===== config.mk =====
export PLATFORM = sky130hd
export DESIGN_NAME = pkt_rx_parser_flat
export DESIGN_NICKNAME = d
export VERILOG_FILES = /design/src/rtl/pkt_rx_pkg.sv /design/src/rtl/pkt_rx_parser_if.sv /design/src/rtl/pkt_xor_chk.sv /design/src/rtl/pkt_rx_parser.sv /design/src/flat_wrapper.sv
export SDC_FILE = /design/constraint.sdc
export NUM_CORES = 1
export LEC_CHECK = 0
export CELL_PAD_IN_SITES_DETAIL_PLACEMENT = 2
export CELL_PAD_IN_SITES_GLOBAL_PLACEMENT = 2
export CORE_UTILIZATION = 37
export CTS_CLUSTER_SIZE = 8
export DETAILED_ROUTE_END_ITERATION = 7
export PLACE_DENSITY = 0.83
export SLEW_MARGIN = 20
export SYNTH_ARGS = -nofsm -noshare
export SYNTH_HDL_FRONTEND = slang
export SYNTH_SLANG_ARGS = --single-unit

===== constraint.sdc =====
create_clock -name clk -period 6.7 [get_ports clk]
set_input_delay 1.34 -clock clk [delete_from_list [all_inputs] [get_ports clk]]
set_output_delay 1.34 -clock clk [all_outputs]
set_load 0.05 [all_outputs]

===== src/rtl/pkt_rx_pkg.sv =====
// Shared definitions for the packet receive front end: packet type codes,
// header byte offsets and the parser FSM state encoding.
package pkt_rx_pkg;

    typedef enum logic [2:0] {
        PKT_HEARTBEAT = 3'b000,
        PKT_DATA      = 3'b001,
        PKT_ACK       = 3'b010,
        PKT_ROUTE     = 3'b011,
        PKT_CMD       = 3'b100,
        PKT_ENERGY    = 3'b101,
        PKT_SYNC      = 3'b110,
        PKT_RESERVED  = 3'b111
    } pkt_type_e;

    // Offsets of the header bytes that follow TYPE, as seen by the header counter.
    localparam logic [2:0] HDR_SRC_H = 3'd0;
    localparam logic [2:0] HDR_SRC_L = 3'd1;
    localparam logic [2:0] HDR_DST_H = 3'd2;
    localparam logic [2:0] HDR_DST_L = 3'd3;
    localparam logic [2:0] HDR_EN_H  = 3'd4;
    localparam logic [2:0] HDR_EN_L  = 3'd5;

    typedef enum logic [2:0] {
        StIdle,
        StHdr,
        StLen,
        StPayload,
        StChk,
        StDone
    } state_e;

endpackage


===== src/rtl/pkt_rx_parser_if.sv =====
// Byte stream, parsed field set and payload memory write port of the parser.
// master: stream source / consumer side, slave: the parser itself.
interface pkt_rx_if #(
    parameter int unsigned AW = 11,
    parameter int unsigned DW = 8,
    parameter int unsigned WW = 16
) ();
    logic          rx_valid;
    logic [DW-1:0] rx_data;
    logic          rx_ready;
    logic [2:0]    fPktType;
    logic [WW-1:0] sourceID;
    logic [WW-1:0] destinationID;
    logic [WW-1:0] energyLvl;
    logic [7:0]    pktLen;
    logic          newpkt;
    logic          pkt_err;
    logic          mem_we;
    logic [AW-1:0] mem_addr;
    logic [DW-1:0] mem_wdata;

    modport master (
        output rx_valid, rx_data,
        input  rx_ready, fPktType, sourceID, destinationID, energyLvl, pktLen,
        input  newpkt, pkt_err, mem_we, mem_addr, mem_wdata
    );

    modport slave (
        input  rx_valid, rx_data,
        output rx_ready, fPktType, sourceID, destinationID, energyLvl, pktLen,
        output newpkt, pkt_err, mem_we, mem_addr, mem_wdata
    );
endinterface


===== src/rtl/pkt_xor_chk.sv =====
// Running XOR over frame bytes with clear, accumulate and compare-against-input.
// clr_i and acc_i together load the current byte as the first term.
module pkt_xor_chk #(
    parameter int unsigned W = 8
) (
    input  logic         clk,
    input  logic         nrst,
    input  logic         clr_i,
    input  logic         acc_i,
    input  logic [W-1:0] data_i,
    output logic         match_o
);
    logic [W-1:0] sum_q, sum_d;

    // Next running XOR value.
    always_comb begin
        sum_d = clr_i ? '0 : sum_q;
        if (acc_i) begin
            sum_d = sum_d ^ data_i;
        end
    end

    // Running XOR register.
    always_ff @(posedge clk) begin
        if (!nrst) begin
            sum_q <= '0;
        end else begin
            sum_q <= sum_d;
        end
    end

    assign match_o = (sum_q == data_i);
endmodule


===== src/rtl/pkt_rx_parser.sv =====
// Byte-serial receive parser: collects header fields into shadow registers, writes
// payload bytes to packet memory and announces each good packet with newpkt.
// Build option: define PKT_CHECKSUM_EN to expect a trailing XOR checksum byte.
module pkt_rx_parser
    import pkt_rx_pkg::*;
#(
    parameter int unsigned MEM_DEPTH   = 2048,
    parameter int unsigned MEM_WIDTH   = 8,
    parameter int unsigned WORD_WIDTH  = 16,
    parameter int unsigned MAX_PAYLOAD = 64,
    parameter int unsigned BASE_ADDR   = 0
) (
    input logic     clk,
    input logic     nrst,
    pkt_rx_if.slave bus
);
    localparam int unsigned    AW       = $clog2(MEM_DEPTH);
    localparam logic [AW-1:0]  BaseAddr = AW'(BASE_ADDR % MEM_DEPTH);
    localparam logic [7:0]     MaxLen   = 8'(MAX_PAYLOAD);

    state_e                  state_q, state_d;
    logic [2:0]              hdr_cnt_q, hdr_cnt_d;
    logic [7:0]              pay_cnt_q, pay_cnt_d;
    logic                    drop_q, drop_d;
    logic [2:0]              sh_type_q, sh_type_d;
    logic [WORD_WIDTH-1:0]   sh_src_q, sh_src_d, sh_dst_q, sh_dst_d, sh_en_q, sh_en_d;
    logic [7:0]              sh_len_q, sh_len_d;
    logic [2:0]              fld_type_q, fld_type_d;
    logic [WORD_WIDTH-1:0]   fld_src_q, fld_src_d, fld_dst_q, fld_dst_d, fld_en_q, fld_en_d;
    logic [7:0]              fld_len_q, fld_len_d;
    logic                    newpkt_q, newpkt_d, pkt_err_q, pkt_err_d, mem_we_q, mem_we_d;
    logic [AW-1:0]           mem_addr_q, mem_addr_d;
    logic [MEM_WIDTH-1:0]    mem_wdata_q, mem_wdata_d;
    logic                    rx_ready, accept, body_end, frame_end;
    logic [MEM_WIDTH-1:0]    rx_byte;

    assign rx_ready = (state_q != StDone);
    assign accept   = bus.rx_valid && rx_ready;
    assign rx_byte  = bus.rx_data;

`ifdef PKT_CHECKSUM_EN
    logic chk_clr, chk_acc, chk_match;

    // Every accepted byte before CHK feeds the XOR; TYPE restarts it.
    assign chk_clr = accept && (state_q == StIdle);
    assign chk_acc = accept && (state_q inside {StIdle, StHdr, StLen, StPayload});

    pkt_xor_chk #(
        .W (MEM_WIDTH)
    ) u_chk (
        .clk     (clk),
        .nrst    (nrst),
        .clr_i   (chk_clr),
        .acc_i   (chk_acc),
        .data_i  (rx_byte),
        .match_o (chk_match)
    );
`endif

    // Next-state, shadow capture, payload write and end-of-frame announcement.
    always_comb begin
        state_d     = state_q;
        hdr_cnt_d   = hdr_cnt_q;
        pay_cnt_d   = pay_cnt_q;
        drop_d      = drop_q;
        sh_type_d   = sh_type_q;
        sh_src_d    = sh_src_q;
        sh_dst_d    = sh_dst_q;
        sh_en_d     = sh_en_q;
        sh_len_d    = sh_len_q;
        fld_type_d  = fld_type_q;
        fld_src_d   = fld_src_q;
        fld_dst_d   = fld_dst_q;
        fld_en_d    = fld_en_q;
        fld_len_d   = fld_len_q;
        newpkt_d    = 1'b0;
        pkt_err_d   = 1'b0;
        mem_we_d    = 1'b0;
        mem_addr_d  = mem_addr_q;
        mem_wdata_d = mem_wdata_q;
        body_end    = 1'b0;
        frame_end   = 1'b0;

        unique case (state_q)
            StIdle: begin
                if (accept) begin
                    sh_type_d = rx_byte[2:0];
                    drop_d    = (rx_byte[2:0] == PKT_RESERVED);
                    hdr_cnt_d = '0;
                    state_d   = StHdr;
                end
            end
            StHdr: begin
                if (accept) begin
                    case (hdr_cnt_q)
                        HDR_SRC_H, HDR_SRC_L:
                            sh_src_d = {sh_src_q[WORD_WIDTH-MEM_WIDTH-1:0], rx_byte};
                        HDR_DST_H, HDR_DST_L:
                            sh_dst_d = {sh_dst_q[WORD_WIDTH-MEM_WIDTH-1:0], rx_byte};
                        default:
                            sh_en_d  = {sh_en_q[WORD_WIDTH-MEM_WIDTH-1:0], rx_byte};
                    endcase
                    if (hdr_cnt_q == HDR_EN_L) begin
                        state_d = StLen;
                    end else begin
                        hdr_cnt_d = hdr_cnt_q + 3'd1;
                    end
                end
            end
            StLen: begin
                if (accept) begin
                    sh_len_d  = 8'(rx_byte);
                    pay_cnt_d = '0;
                    if (8'(rx_byte) > MaxLen) begin
                        drop_d = 1'b1;
                    end
                    if (8'(rx_byte) == 8'd0) begin
                        body_end = 1'b1;
                    end else begin
                        state_d = StPayload;
                    end
                end
            end
            StPayload: begin
                if (accept) begin
                    // Dropped frames are still consumed by length, just never written.
                    if (!drop_q) begin
                        mem_we_d    = 1'b1;
                        mem_addr_d  = BaseAddr + AW'(pay_cnt_q);
                        mem_wdata_d = rx_byte;
                    end
                    if (pay_cnt_q == sh_len_q - 8'd1) begin
                        body_end = 1'b1;
                    end else begin
                        pay_cnt_d = pay_cnt_q + 8'd1;
                    end
                end
            end
`ifdef PKT_CHECKSUM_EN
            StChk: begin
                if (accept) begin
                    if (!chk_match) begin
                        drop_d = 1'b1;
                    end
                    frame_end = 1'b1;
                end
            end
`endif
            StDone: begin
                state_d = StIdle;
            end
            default: begin
                state_d = StIdle;
            end
        endcase

        if (body_end) begin
`ifdef PKT_CHECKSUM_EN
            state_d = StChk;
`else
            frame_end = 1'b1;
`endif
        end

        // Fields and strobe are registered together so both appear in the DONE cycle.
        if (frame_end) begin
            state_d = StDone;
            if (drop_d) begin
                pkt_err_d = 1'b1;
            end else begin
                newpkt_d   = 1'b1;
                fld_type_d = sh_type_d;
                fld_src_d  = sh_src_d;
                fld_dst_d  = sh_dst_d;
                fld_en_d   = sh_en_d;
                fld_len_d  = sh_len_d;
            end
        end
    end

    // State, shadow and output registers with synchronous reset.
    always_ff @(posedge clk) begin
        if (!nrst) begin
            state_q     <= StIdle;
            hdr_cnt_q   <= '0;
            pay_cnt_q   <= '0;
            drop_q      <= 1'b0;
            sh_type_q   <= PKT_RESERVED;
            sh_src_q    <= '0;
            sh_dst_q    <= '0;
            sh_en_q     <= '0;
            sh_len_q    <= '0;
            fld_type_q  <= PKT_RESERVED;
            fld_src_q   <= '0;
            fld_dst_q   <= '0;
            fld_en_q    <= '0;
            fld_len_q   <= '0;
            newpkt_q    <= 1'b0;
            pkt_err_q   <= 1'b0;
            mem_we_q    <= 1'b0;
            mem_addr_q  <= BaseAddr;
            mem_wdata_q <= '0;
        end else begin
            state_q     <= state_d;
            hdr_cnt_q   <= hdr_cnt_d;
            pay_cnt_q   <= pay_cnt_d;
            drop_q      <= drop_d;
            sh_type_q   <= sh_type_d;
            sh_src_q    <= sh_src_d;
            sh_dst_q    <= sh_dst_d;
            sh_en_q     <= sh_en_d;
            sh_len_q    <= sh_len_d;
            fld_type_q  <= fld_type_d;
            fld_src_q   <= fld_src_d;
            fld_dst_q   <= fld_dst_d;
            fld_en_q    <= fld_en_d;
            fld_len_q   <= fld_len_d;
            newpkt_q    <= newpkt_d;
            pkt_err_q   <= pkt_err_d;
            mem_we_q    <= mem_we_d;
            mem_addr_q  <= mem_addr_d;
            mem_wdata_q <= mem_wdata_d;
        end
    end

    assign bus.rx_ready      = rx_ready;
    assign bus.fPktType      = fld_type_q;
    assign bus.sourceID      = fld_src_q;
    assign bus.destinationID = fld_dst_q;
    assign bus.energyLvl     = fld_en_q;
    assign bus.pktLen        = fld_len_q;
    assign bus.newpkt        = newpkt_q;
    assign bus.pkt_err       = pkt_err_q;
    assign bus.mem_we        = mem_we_q;
    assign bus.mem_addr      = mem_addr_q;
    assign bus.mem_wdata     = mem_wdata_q;
endmodule


===== src/flat_wrapper.sv =====
// flat-port wrapper written by rule: the top's interface ports become plain ports
module pkt_rx_parser_flat import pkt_rx_pkg::*;
#(
    parameter int unsigned MEM_DEPTH   = 2048,
    parameter int unsigned MEM_WIDTH   = 8,
    parameter int unsigned WORD_WIDTH  = 16,
    parameter int unsigned MAX_PAYLOAD = 64,
    parameter int unsigned BASE_ADDR   = 0
)
  (clk, nrst, bus_rx_valid, bus_rx_data, bus_rx_ready, bus_fPktType, bus_sourceID, bus_destinationID, bus_energyLvl, bus_pktLen, bus_newpkt, bus_pkt_err, bus_mem_we, bus_mem_addr, bus_mem_wdata);
  pkt_rx_if #(.AW((11)), .DW(8), .WW(16)) bus_i ();
  input logic clk;
  input logic nrst;
  input wire logic [$bits(bus_i.rx_valid)-1:0] bus_rx_valid;
  input wire logic [$bits(bus_i.rx_data)-1:0] bus_rx_data;
  output wire logic [$bits(bus_i.rx_ready)-1:0] bus_rx_ready;
  output wire logic [$bits(bus_i.fPktType)-1:0] bus_fPktType;
  output wire logic [$bits(bus_i.sourceID)-1:0] bus_sourceID;
  output wire logic [$bits(bus_i.destinationID)-1:0] bus_destinationID;
  output wire logic [$bits(bus_i.energyLvl)-1:0] bus_energyLvl;
  output wire logic [$bits(bus_i.pktLen)-1:0] bus_pktLen;
  output wire logic [$bits(bus_i.newpkt)-1:0] bus_newpkt;
  output wire logic [$bits(bus_i.pkt_err)-1:0] bus_pkt_err;
  output wire logic [$bits(bus_i.mem_we)-1:0] bus_mem_we;
  output wire logic [$bits(bus_i.mem_addr)-1:0] bus_mem_addr;
  output wire logic [$bits(bus_i.mem_wdata)-1:0] bus_mem_wdata;
  assign bus_i.rx_valid = bus_rx_valid;
  assign bus_i.rx_data = bus_rx_data;
  assign bus_rx_ready = bus_i.rx_ready;
  assign bus_fPktType = bus_i.fPktType;
  assign bus_sourceID = bus_i.sourceID;
  assign bus_destinationID = bus_i.destinationID;
  assign bus_energyLvl = bus_i.energyLvl;
  assign bus_pktLen = bus_i.pktLen;
  assign bus_newpkt = bus_i.newpkt;
  assign bus_pkt_err = bus_i.pkt_err;
  assign bus_mem_we = bus_i.mem_we;
  assign bus_mem_addr = bus_i.mem_addr;
  assign bus_mem_wdata = bus_i.mem_wdata;
  pkt_rx_parser #(.MEM_DEPTH(MEM_DEPTH), .MEM_WIDTH(MEM_WIDTH), .WORD_WIDTH(WORD_WIDTH), .MAX_PAYLOAD(MAX_PAYLOAD), .BASE_ADDR(BASE_ADDR)) u_core (.clk(clk), .nrst(nrst), .bus(bus_i));
endmodule

* Word-level counts from Yosys, hierarchy flattened
Cells that the tools add are included.
** Word-level totals
- Input port bits :: 11
- Word-level logic and storage cells :: 111
- Register bits after elaboration :: 152
- Output and inout bits :: 82
** Cells by class
- Mux-type cells :: 41
- Add/sub/neg operators :: 3
- Magnitude comparators :: 1
- Equal/unequal tests :: 24
- Reduce and logical (&&, ||, !) cells :: 18
- Bitwise gates (word level) :: 4
** Operators by type and width (count)
- $mux W16 :: 9
- $mux W8 :: 5
- $mux W3 :: 11
- $pmux W8 S2 :: 1
- $eq A3 B2 Y1 const B :: 4
- $ne A2 B1 Y1 const B :: 6
- $ne A3 B1 Y1 const B :: 4
- $pmux W3 S4 :: 1
- $reduce_and A6 Y1 :: 2
- $mux W1 :: 11
- $add A8 B1 Y8 const B :: 1
- $eq A8 B8 Y1 :: 1
- $gt A8 B7 Y1 const B :: 1
- $logic_not A8 Y1 :: 1
- $reduce_and A4 Y1 :: 2
- $sub A8 B1 Y8 const B :: 1
- $eq A3 B1 Y1 const B :: 2
- $eq A3 B3 Y1 const B :: 2
- $logic_not A3 Y1 :: 2
- $ne A2 B2 Y1 const B :: 3
- $pmux W3 S2 :: 1
- $reduce_and A3 Y1 :: 2
- $reduce_or A2 Y1 :: 3
- $not A1 Y1 :: 4
- 8 further kinds :: 11

* Longest topological paths before layout
Gate-level depths: netlist (run 1).
- Word-level depth :: 8
- Gate-level depth with buffers :: 10
- Gate-level depth less buffers :: 8

* Worst setup path before layout (run 1)
OpenSTA, ideal clock, no wires.
- Path kind :: input port to flip-flop
- Start :: in bus_rx_data[2]
- End :: reg u_core.fld_dst_q[0], in the netlist u_core.bus.destinationID[0]
- Cell stages on the path :: 8
- Buffers on the path :: 3
- Required time :: 6579 ps
- Arrival time :: 2961 ps
- Setup slack :: 3617 ps
- Setup time :: 121 ps
- Path through :: clkbuf_1 > nor4_1 > nand2_1 > a221oi_2 > o211ai_2 > buf_6 > buf_6 > mux2_4
** On the way
- Word-level cells in the longest chain between the ends :: 6
- Elaborated cells on any way between the ends :: 13
- Classes of those cells :: order compare (1); eq/ne (1); mux (8); bitwise (1); reduce/logical (2)
** RTL lines
- start, declared :: line flat_wrapper.sv:15 : input wire logic [$bits(bus_i.rx_data)-1:0] bus_rx_data;
- $gt A8 B7 Y1 / $logic_not A8 Y1 (equally long branches) :: line pkt_rx_parser.sv:114, pkt_rx_parser.sv:117
- $mux W1 (on tied branches) :: line pkt_rx_parser.sv:114, pkt_rx_parser.sv:117
- $mux W1 :: line pkt_rx_parser.sv:111 : if (accept) begin
- $pmux W1 S2 :: line pkt_rx_parser.sv:84 : unique case (state_q)
- $not A1 Y1 (no source line) / $mux W1 (equally long branches)
- $reduce_and A2 Y1 (no source line) (*)
- end signal, assigned :: line pkt_rx_parser.sv:215 : fld_dst_q <= fld_dst_d;
- end, declared :: line pkt_rx_parser.sv:29 : logic [WORD_WIDTH-1:0] fld_src_q, fld_src_d, fld_dst_q, fld_dst_d, fld_en_q, fld_en_d;
Mark *: on every way between the ends. The rest lies on a longest branch, timed or not.
A chain may end at the register's enable or synchronous reset.

* Final worst setup path (run 1)
- Start :: in bus_rx_valid
- End :: reg u_core.fld_dst_q[13], in the netlist u_core.bus.destinationID[13]
** On the way
- Word-level cells in the longest chain between the ends :: 5
- Elaborated cells on any way between the ends :: 12
- Classes of those cells :: mux (9); bitwise (1); reduce/logical (2)
** RTL lines
- start, declared :: line flat_wrapper.sv:14 : input wire logic [$bits(bus_i.rx_valid)-1:0] bus_rx_valid;
- $logic_and A1 B1 Y1 (*) :: line pkt_rx_parser.sv:38 : assign accept = bus.rx_valid && rx_ready;
- $mux W1 (on tied branches) :: line pkt_rx_parser.sv:125, pkt_rx_parser.sv:86, pkt_rx_parser.sv:111
- $pmux W1 S2 :: line pkt_rx_parser.sv:84
- $mux W1 / $not A1 Y1 (equally long branches)
- $reduce_and A2 Y1 (no source line)
Marks and branches as above.

==> impl_metrics.json, run 1 <==
{
  "status": "completed",
  "syn_area_per_cell_um2": 9.942,
  "timing.fmax_mhz": 251.8,
  "drt_iter0_drc": 205,
  "synth.cell_area_um2": 6243,
  "htreeDepth": 4,
  "synthFlopType": "dfxtp_1",
  "yosysWarnings": 0,
  "cts-resized-gates": 0,
  "timing.slew.headroom_pct": 32.17,
  "power_leakage_uw": 0.003207,
  "wl_um": 19300,
  "synth_top_area_share_pct": 48.74,
  "utilization_pct": 47.35,
  "reg2reg_depth": 9,
  "rows": 47,
  "num-nets-final": 713,
  "core-area_um2": 16520,
  "start_util_pct": 37.78,
  "diodes": 0,
  "period_needed_ns": 3.971,
  "clk_pin_slew_worst_paths_ns": 0.06,
  "yosys.area.top_type": "dfxtp_1",
  "ir_drop_v": 0.0002128,
  "gr-total-overflow": 0,
  "vias_per_cell": 5.114,
  "globalplace.congestion": 0.7551,
  "final-setup-viol-count": 0,
  "first_global_vias": 5514,
  "met2_usage_pct": 43.00,
  "top_usage_layer": "met2",
  "clk_path_buf_depth": 2,
  "dieArea_um2": 17400,
  "drc": 0,
  "wl_per_cell_um": 20.80,
  "grt_first_pass_wirelength_um": 30810,
  "hold_violations": 0,
  "cts_buffers": 17,
  "hold_path_end": "u_core.bus.mem_addr[2]$_SDFFE_PN0P_",
  "worstMarginPinSlew_ns": 1.017,
  "globalRouteMet3Util_pct": 5.229,
  "ys_seq_elements": 152,
  "hold_path_depth": 2,
  "synth_edf_count": 0,
  "grt.total_usage_pct": 23.13,
  "async_reset_ff_share_pct": 0,
  "synthTopCellsByCount": "dfxtp_1, nor2_1, nand2_1, and2_1, mux2i_1",
  "reg2reg_setup_slack_ns": 3.59,
  "r2r-end": "u_core.bus.destinationID[3]$_SDFFE_PN0P_",
  "rsz0062_at_grt": "no",
  "grt_max_degree": 72,
  "cp-start-kind": "input pin",
  "drv_cap": 0,
  "maxSlewViolCount": 0,
  "hold_path_class": "reg -> reg",
  "synth_area_leaders": "dfxtp_1, mux2_2, mux2i_1, and2_1, nor2_1",
  "skew_ns": 0.01068,
  "hpwlAfterDp_um": 12000,
  "r2r-start": "u_core.sh_len_q[0]$_SDFF_PN0_",
  "drtPass1Iterations": 4,
  "synth_cell_types": 48,
  "seq_area_frac_synth_pct": 48.74,
  "crit_arrival_ns": 4.28,
  "vias": 4746,
  "synthCells": 628,
  "setup-tns-final_ns": 0,
  "io_pins": 93,
  "worstHoldStart": "u_core.bus.mem_addr[2]$_SDFFE_PN0P_",
  "detail-route-antenna-nets": 0,
  "post_cts_buffers": 0,
  "cts_tree": "yes",
  "yosysMostFrequentCell": "dfxtp_1",
  "numPortBuffers": 89,
  "die_h_um": 131.9,
  "worstSetupPathType": "in -> reg",
  "hold_buffers": 0,
  "cts_sinks": 152,
  "die_w_um": 131.9,
  "cp-end-kind": "flop",
  "required_ns": 7.01,
  "min_period_over_period_pct": 59.27,
  "drive_above_1_share_pct": 14.69,
  "holdWs_ns": 0.4597,
  "dp_cells": 896,
  "clk_latency_ns": 0.43,
  "cts-root-buf": "clkbuf_16",
  "power_uw": 1953,
  "pwr_density_cell_nw_per_um2": 249.6,
  "worstPathMaxFanout": 59,
  "antenna_found_initial": 0,
  "area_growth_pct": 25.33,
  "use_met1_pct": 25.63,
  "stdcell_count": 928
}
## per-stage QoR
| stage | setup slack (ns) | instance area (µm²) |
|---|---|---|
| 3_5_place_dp | 2.332 | 7234 |
| 3_3_place_gp | 2.466 | 7234 |
| 2_1_floorplan | 3.617 | 6251 |
| 5_1_grt | 2.548 | 7825 |
| 4_1_cts | 2.752 | 7825 |
| 6_report | 2.729 | 7825 |
## power breakdown
group	total [µW]	leakage, µW	switching (µW)	internal, µW
clock network	978	0.000287	398	580
registers	914	0.00123	4.45	909
logic	61.5	0.00169	44.0	17.5
## flip-flops by register name, indices dropped and copies added (netlist names), 16 cells and up
| register | cells |
|---|---|
| u_core.bus.destinationID | 16 |
| u_core.bus.energyLvl | 16 |
| u_core.bus.sourceID | 16 |
| u_core.sh_dst_q | 16 |
| u_core.sh_en_q | 16 |
| u_core.sh_src_q | 16 |
## placed cells by master (no fill, tap or decap), drive strengths merged, types with 2 or more instances in the layout
cell	Yosys	layout
dfxtp	152	152
clkdlybuf4s50	0	88
nor2	65	65
nand2	62	62
mux2	60	60
and2	56	56
mux2i	50	50
a21oi	35	35
clkbuf	32	22
inv	8	10
nor3	9	9
nand3	8	8
xnor2	7	7
ha	7	7
nand2b	6	6
nand3b	5	5
xor2	5	5
nand4	5	5
buf	15	5
and3b	4	4
or3	4	4
o31ai	4	4
or4	4	4
clkinv	0	4
nor3b	3	3
conb	1	3
nor4	2	2
nor2b	2	2
nor4b	2	2
and3	2	2
o21ai	2	2
bufinv	0	2
clkinvlp	0	2
or4b	2	2
## cells by family (layout without fill, tap and decap cells)
kind of cell / Yosys count / in the layout / synth area share, %
AND/OR/NAND/NOR: 243 / 243 / 19.88
flip-flops: 152 / 152 / 48.74
multiplexers: 110 / 110 / 19.44
buffers and inverters: 55 / 133 / 3.948
AO/OA/AOI/OAI: 48 / 48 / 4.850
XOR/XNOR: 12 / 12 / 1.683
adder cells (fa/ha/maj): 7 / 7 / 1.403
other: 1 / 3 / 0.06006
## final cells by class
type	instances	area, µm²
sequential	152	3043
timing repair buffer	93	915.9
clock buffer	22	474.2
fill	1698	8700
multi-input combinational	423	2970
tap	220	275.3
inverter	8	30.03
clock inverter	10	116.4
## worst max-delay path, stage by stage
cell and delay [ns]:
clkdlybuf4s50_1 0.69, nand3b_1 0.45, nor3_1 0.38, a221oi_2 0.15
o211ai_4 0.09, buf_4 0.72, mux2_2 0.43
## layer usage
metal / part of all wire, % / routed length (µm) / vias to the layer above
met2: 53 / 10140 / 89
met1: 43 / 8207 / 2393
met5: 0 / 0 / -
met3: 2.6 / 507 / 31
met4: 2.3 / 445 / 0
li1: - / - / 2233
## how the worst max path moves through the flow
stage                              start                                        end  slack, ns  depth (start not counted)
after floorplan           bus_rx_data[2]   u_core.bus.destinationID[0]$_SDFFE_PN0P_       3.62                          8
after global placement      bus_rx_valid      u_core.bus.energyLvl[10]$_SDFFE_PN0P_       2.47                          7
after detailed placement    bus_rx_valid       u_core.bus.sourceID[15]$_SDFFE_PN0P_       2.33                          7
after CTS                   bus_rx_valid  u_core.bus.destinationID[13]$_SDFFE_PN0P_       2.75                          7
after global routing        bus_rx_valid  u_core.bus.destinationID[13]$_SDFFE_PN0P_       2.55                          7
final                       bus_rx_valid  u_core.bus.destinationID[13]$_SDFFE_PN0P_       2.73                          7
Power figures use the tool's default switching activity.
==> inputs of run 2 (changes only) <==
--- a/config.mk
+++ b/config.mk
@@ -7,10 +7,10 @@
 export LEC_CHECK = 0
 export CELL_PAD_IN_SITES_DETAIL_PLACEMENT = 2
 export CELL_PAD_IN_SITES_GLOBAL_PLACEMENT = 2
-export CORE_UTILIZATION = 37
+export CORE_UTILIZATION = 31
 export CTS_CLUSTER_SIZE = 8
 export DETAILED_ROUTE_END_ITERATION = 7
-export PLACE_DENSITY = 0.83
+export PLACE_DENSITY = 0.74
 export SLEW_MARGIN = 20
 export SYNTH_ARGS = -nofsm -noshare
 export SYNTH_HDL_FRONTEND = slang
==> constraint.sdc (replaced) <==
create_clock -name clk -period 3.4 [get_ports clk]
set_input_delay 0.68 -clock clk [delete_from_list [all_inputs] [get_ports clk]]
set_output_delay 0.68 -clock clk [all_outputs]
set_load 0.05 [all_outputs]
==> impl_metrics.json, run 2 (synthesis results as in run 1) <==
{
  "worstHoldStart": "u_core.bus.mem_wdata[0]$_SDFFE_PN0P_",
  "period_needed_ns": 2.711,
  "numPortBuffers": 89,
  "drt_iter0_drc": 127,
  "path_buf_inv": 2,
  "post_cts_buffers": 0,
  "crit_arrival_ns": 3.03,
  "wl_um": 18470,
  "drive_above_1_share_pct": 16.48,
  "pwr_density_cell_nw_per_um2": 472.7,
  "area_growth_pct": 27.76,
  "hpwlAfterDp_um": 12340,
  "hold_path_class": "reg -> reg",
  "cts-resized-gates": 0,
  "ir_drop_v": 0.0003024,
  "cts_tree": "yes",
  "vias": 4764,
  "power_frac_comb_pct": 3.5,
  "fillCellCount": 2093,
  "pre_cts_ws_ns": 0.4243,
  "cp-end-kind": "flop",
  "worstPathMaxFanout": 59,
  "grt.total_usage_pct": 19.08,
  "required_ns": 3.72,
  "hold_buffers": 0,
  "drtPass1Iterations": 4,
  "timing.slew.headroom_pct": 42.31,
  "skew_ns": 0.01221,
  "gr-total-overflow": 0,
  "core-area_um2": 19590,
  "critPathSlowestCell": "mux2_2",
  "antenna_found_initial": 0,
  "die_h_um": 143.9,
  "grt_max_degree": 66,
  "htreeDepth": 4,
  "diodes": 0,
  "vias_per_cell": 4.827,
  "wl_per_cell_um": 18.72,
  "drc": 0,
  "dieArea_um2": 20710,
  "detail-route-antenna-nets": 0,
  "fin_ws_ns": 0.6889,
  "p_int_uw": 2860,
  "switchingPower_uw": 910.9,
  "clk_path_buf_depth": 2,
  "r2r-start": "u_core.sh_len_q[0]$_SDFF_PN0_",
  "p_clk_share_pct": 48.8,
  "power_leakage_uw": 0.003271,
  "cp-start-kind": "flop",
  "clk_pin_slew_worst_paths_ns": 0.06,
  "grt_first_pass_wirelength_um": 29480,
  "seqPwrFrac_pct": 47.7,
  "worstMarginPinSlew_ns": 0.8644,
  "rsz0062_at_grt": "no",
  "hold_violations": 0,
  "crit_chain": "nor3_4 > mux2_1 > a22oi_1 > a2111oi_4 > buf_4 > o211ai_4 > buf_12 > mux2_2",
  "die_w_um": 143.9,
  "first_global_vias": 5389,
  "maxSlewViolCount": 0,
  "drv_cap": 0,
  "cts-root-buf": "clkbuf_16",
  "multiInputGateArea_um2": 2970,
  "io_pins": 93,
  "timing.critical_path.from": "u_core.sh_len_q[0]$_SDFF_PN0_",
  "cts_sinks": 152,
  "cpLargestDelayFamily": "multiplexers",
  "setup-tns-final_ns": 0,
  "globalplace.congestion": 0.7816,
  "final-setup-viol-count": 0,
  "start_util_pct": 31.87,
  "ff_latch_area_um2": 3043,
  "swShare_pct": 24.16,
  "rows": 51,
  "worstSetupPathType": "reg -> reg",
  "timing.fmax_mhz": 368.9,
  "reg2reg_setup_slack_ns": 0.69,
  "layout_commonest_cell": "dfxtp_1",
  "max_stage_delay_ns": 0.39,
  "cts_buffers": 17,
  "status": "completed",
  "min_period_over_period_pct": 79.74,
  "num-nets-final": 727,
  "clk_latency_ns": 0.43,
  "mostFrequentLayoutCells": "dfxtp_1, clkdlybuf4s50_1, nor2_1, nand2_1, and2_1"
}
[run 2: final timing paths]
path,cells after the start,end
worst max-delay path,8,u_core.bus.sourceID[4]$_SDFFE_PN0P_
worst min-delay path,2,u_core.bus.mem_wdata[0]$_SDFFE_PN0P_
worst max register to register,8,u_core.bus.sourceID[4]$_SDFFE_PN0P_
worst min register to register,2,u_core.bus.mem_wdata[0]$_SDFFE_PN0P_
[run 2: power by group through the flow]
stage	combinational (µW)	sequential, µW	clock [µW]
finish	134	1800	1840
global route	145	1800	1950
CTS	136	1800	1880
detailed placement	135	1840	0
global placement	130	1840	0
floorplan	78.8	1830	0
[run 2: worst register-to-register path, stage by stage, from the launching register on]
cell and delay (ns):
dfxtp_1 0.37, nor3_4 0.26, mux2_1 0.35, a22oi_1 0.33, a2111oi_4 0.12, buf_4 0.21, o211ai_4 0.19, buf_12 0.34
mux2_2 0.44
[run 2: area by class of cell]
| class | count | area share, % |
|---|---|---|
| clock buffer | 18 | 5.380 |
| timing repair buffer | 107 | 12.96 |
| inverter | 8 | 0.3922 |
| multi-input combinational | 423 | 37.24 |
| tap | 265 | 4.157 |
| sequential | 152 | 38.15 |
| clock inverter | 14 | 1.725 |
[run 2: metal layers]
| metal | global-route usage [%] | vias to the layer above | wire length [µm] |
|---|---|---|---|
| met5 | 0 | - | 0 |
| met4 | 5.767 | 0 | 190 |
| met3 | 3.665 | 12 | 414 |
| met2 | 34.88 | 67 | 9674 |
| met1 | 22.27 | 2422 | 8194 |
| li1 | - | 2263 | - |
[run 2: per-stage QoR]
stage / power (µW) / hold WS [ns] / util, % / instances / instance area (µm²)
CTS: 3818 / 0.4712 / 40.71 / 987 / 7975
detailed placement: 1973 / 0.4625 / 37.82 / 955 / 7408
finish: 3771 / 0.4620 / 40.72 / 987 / 7976
global route: 3891 / 0.4878 / 40.72 / 987 / 7976
floorplan: 1914 / 0.4335 / - / 630 / 6251
global placement: 1968 / 0.4454 / 37.82 / 955 / 7408
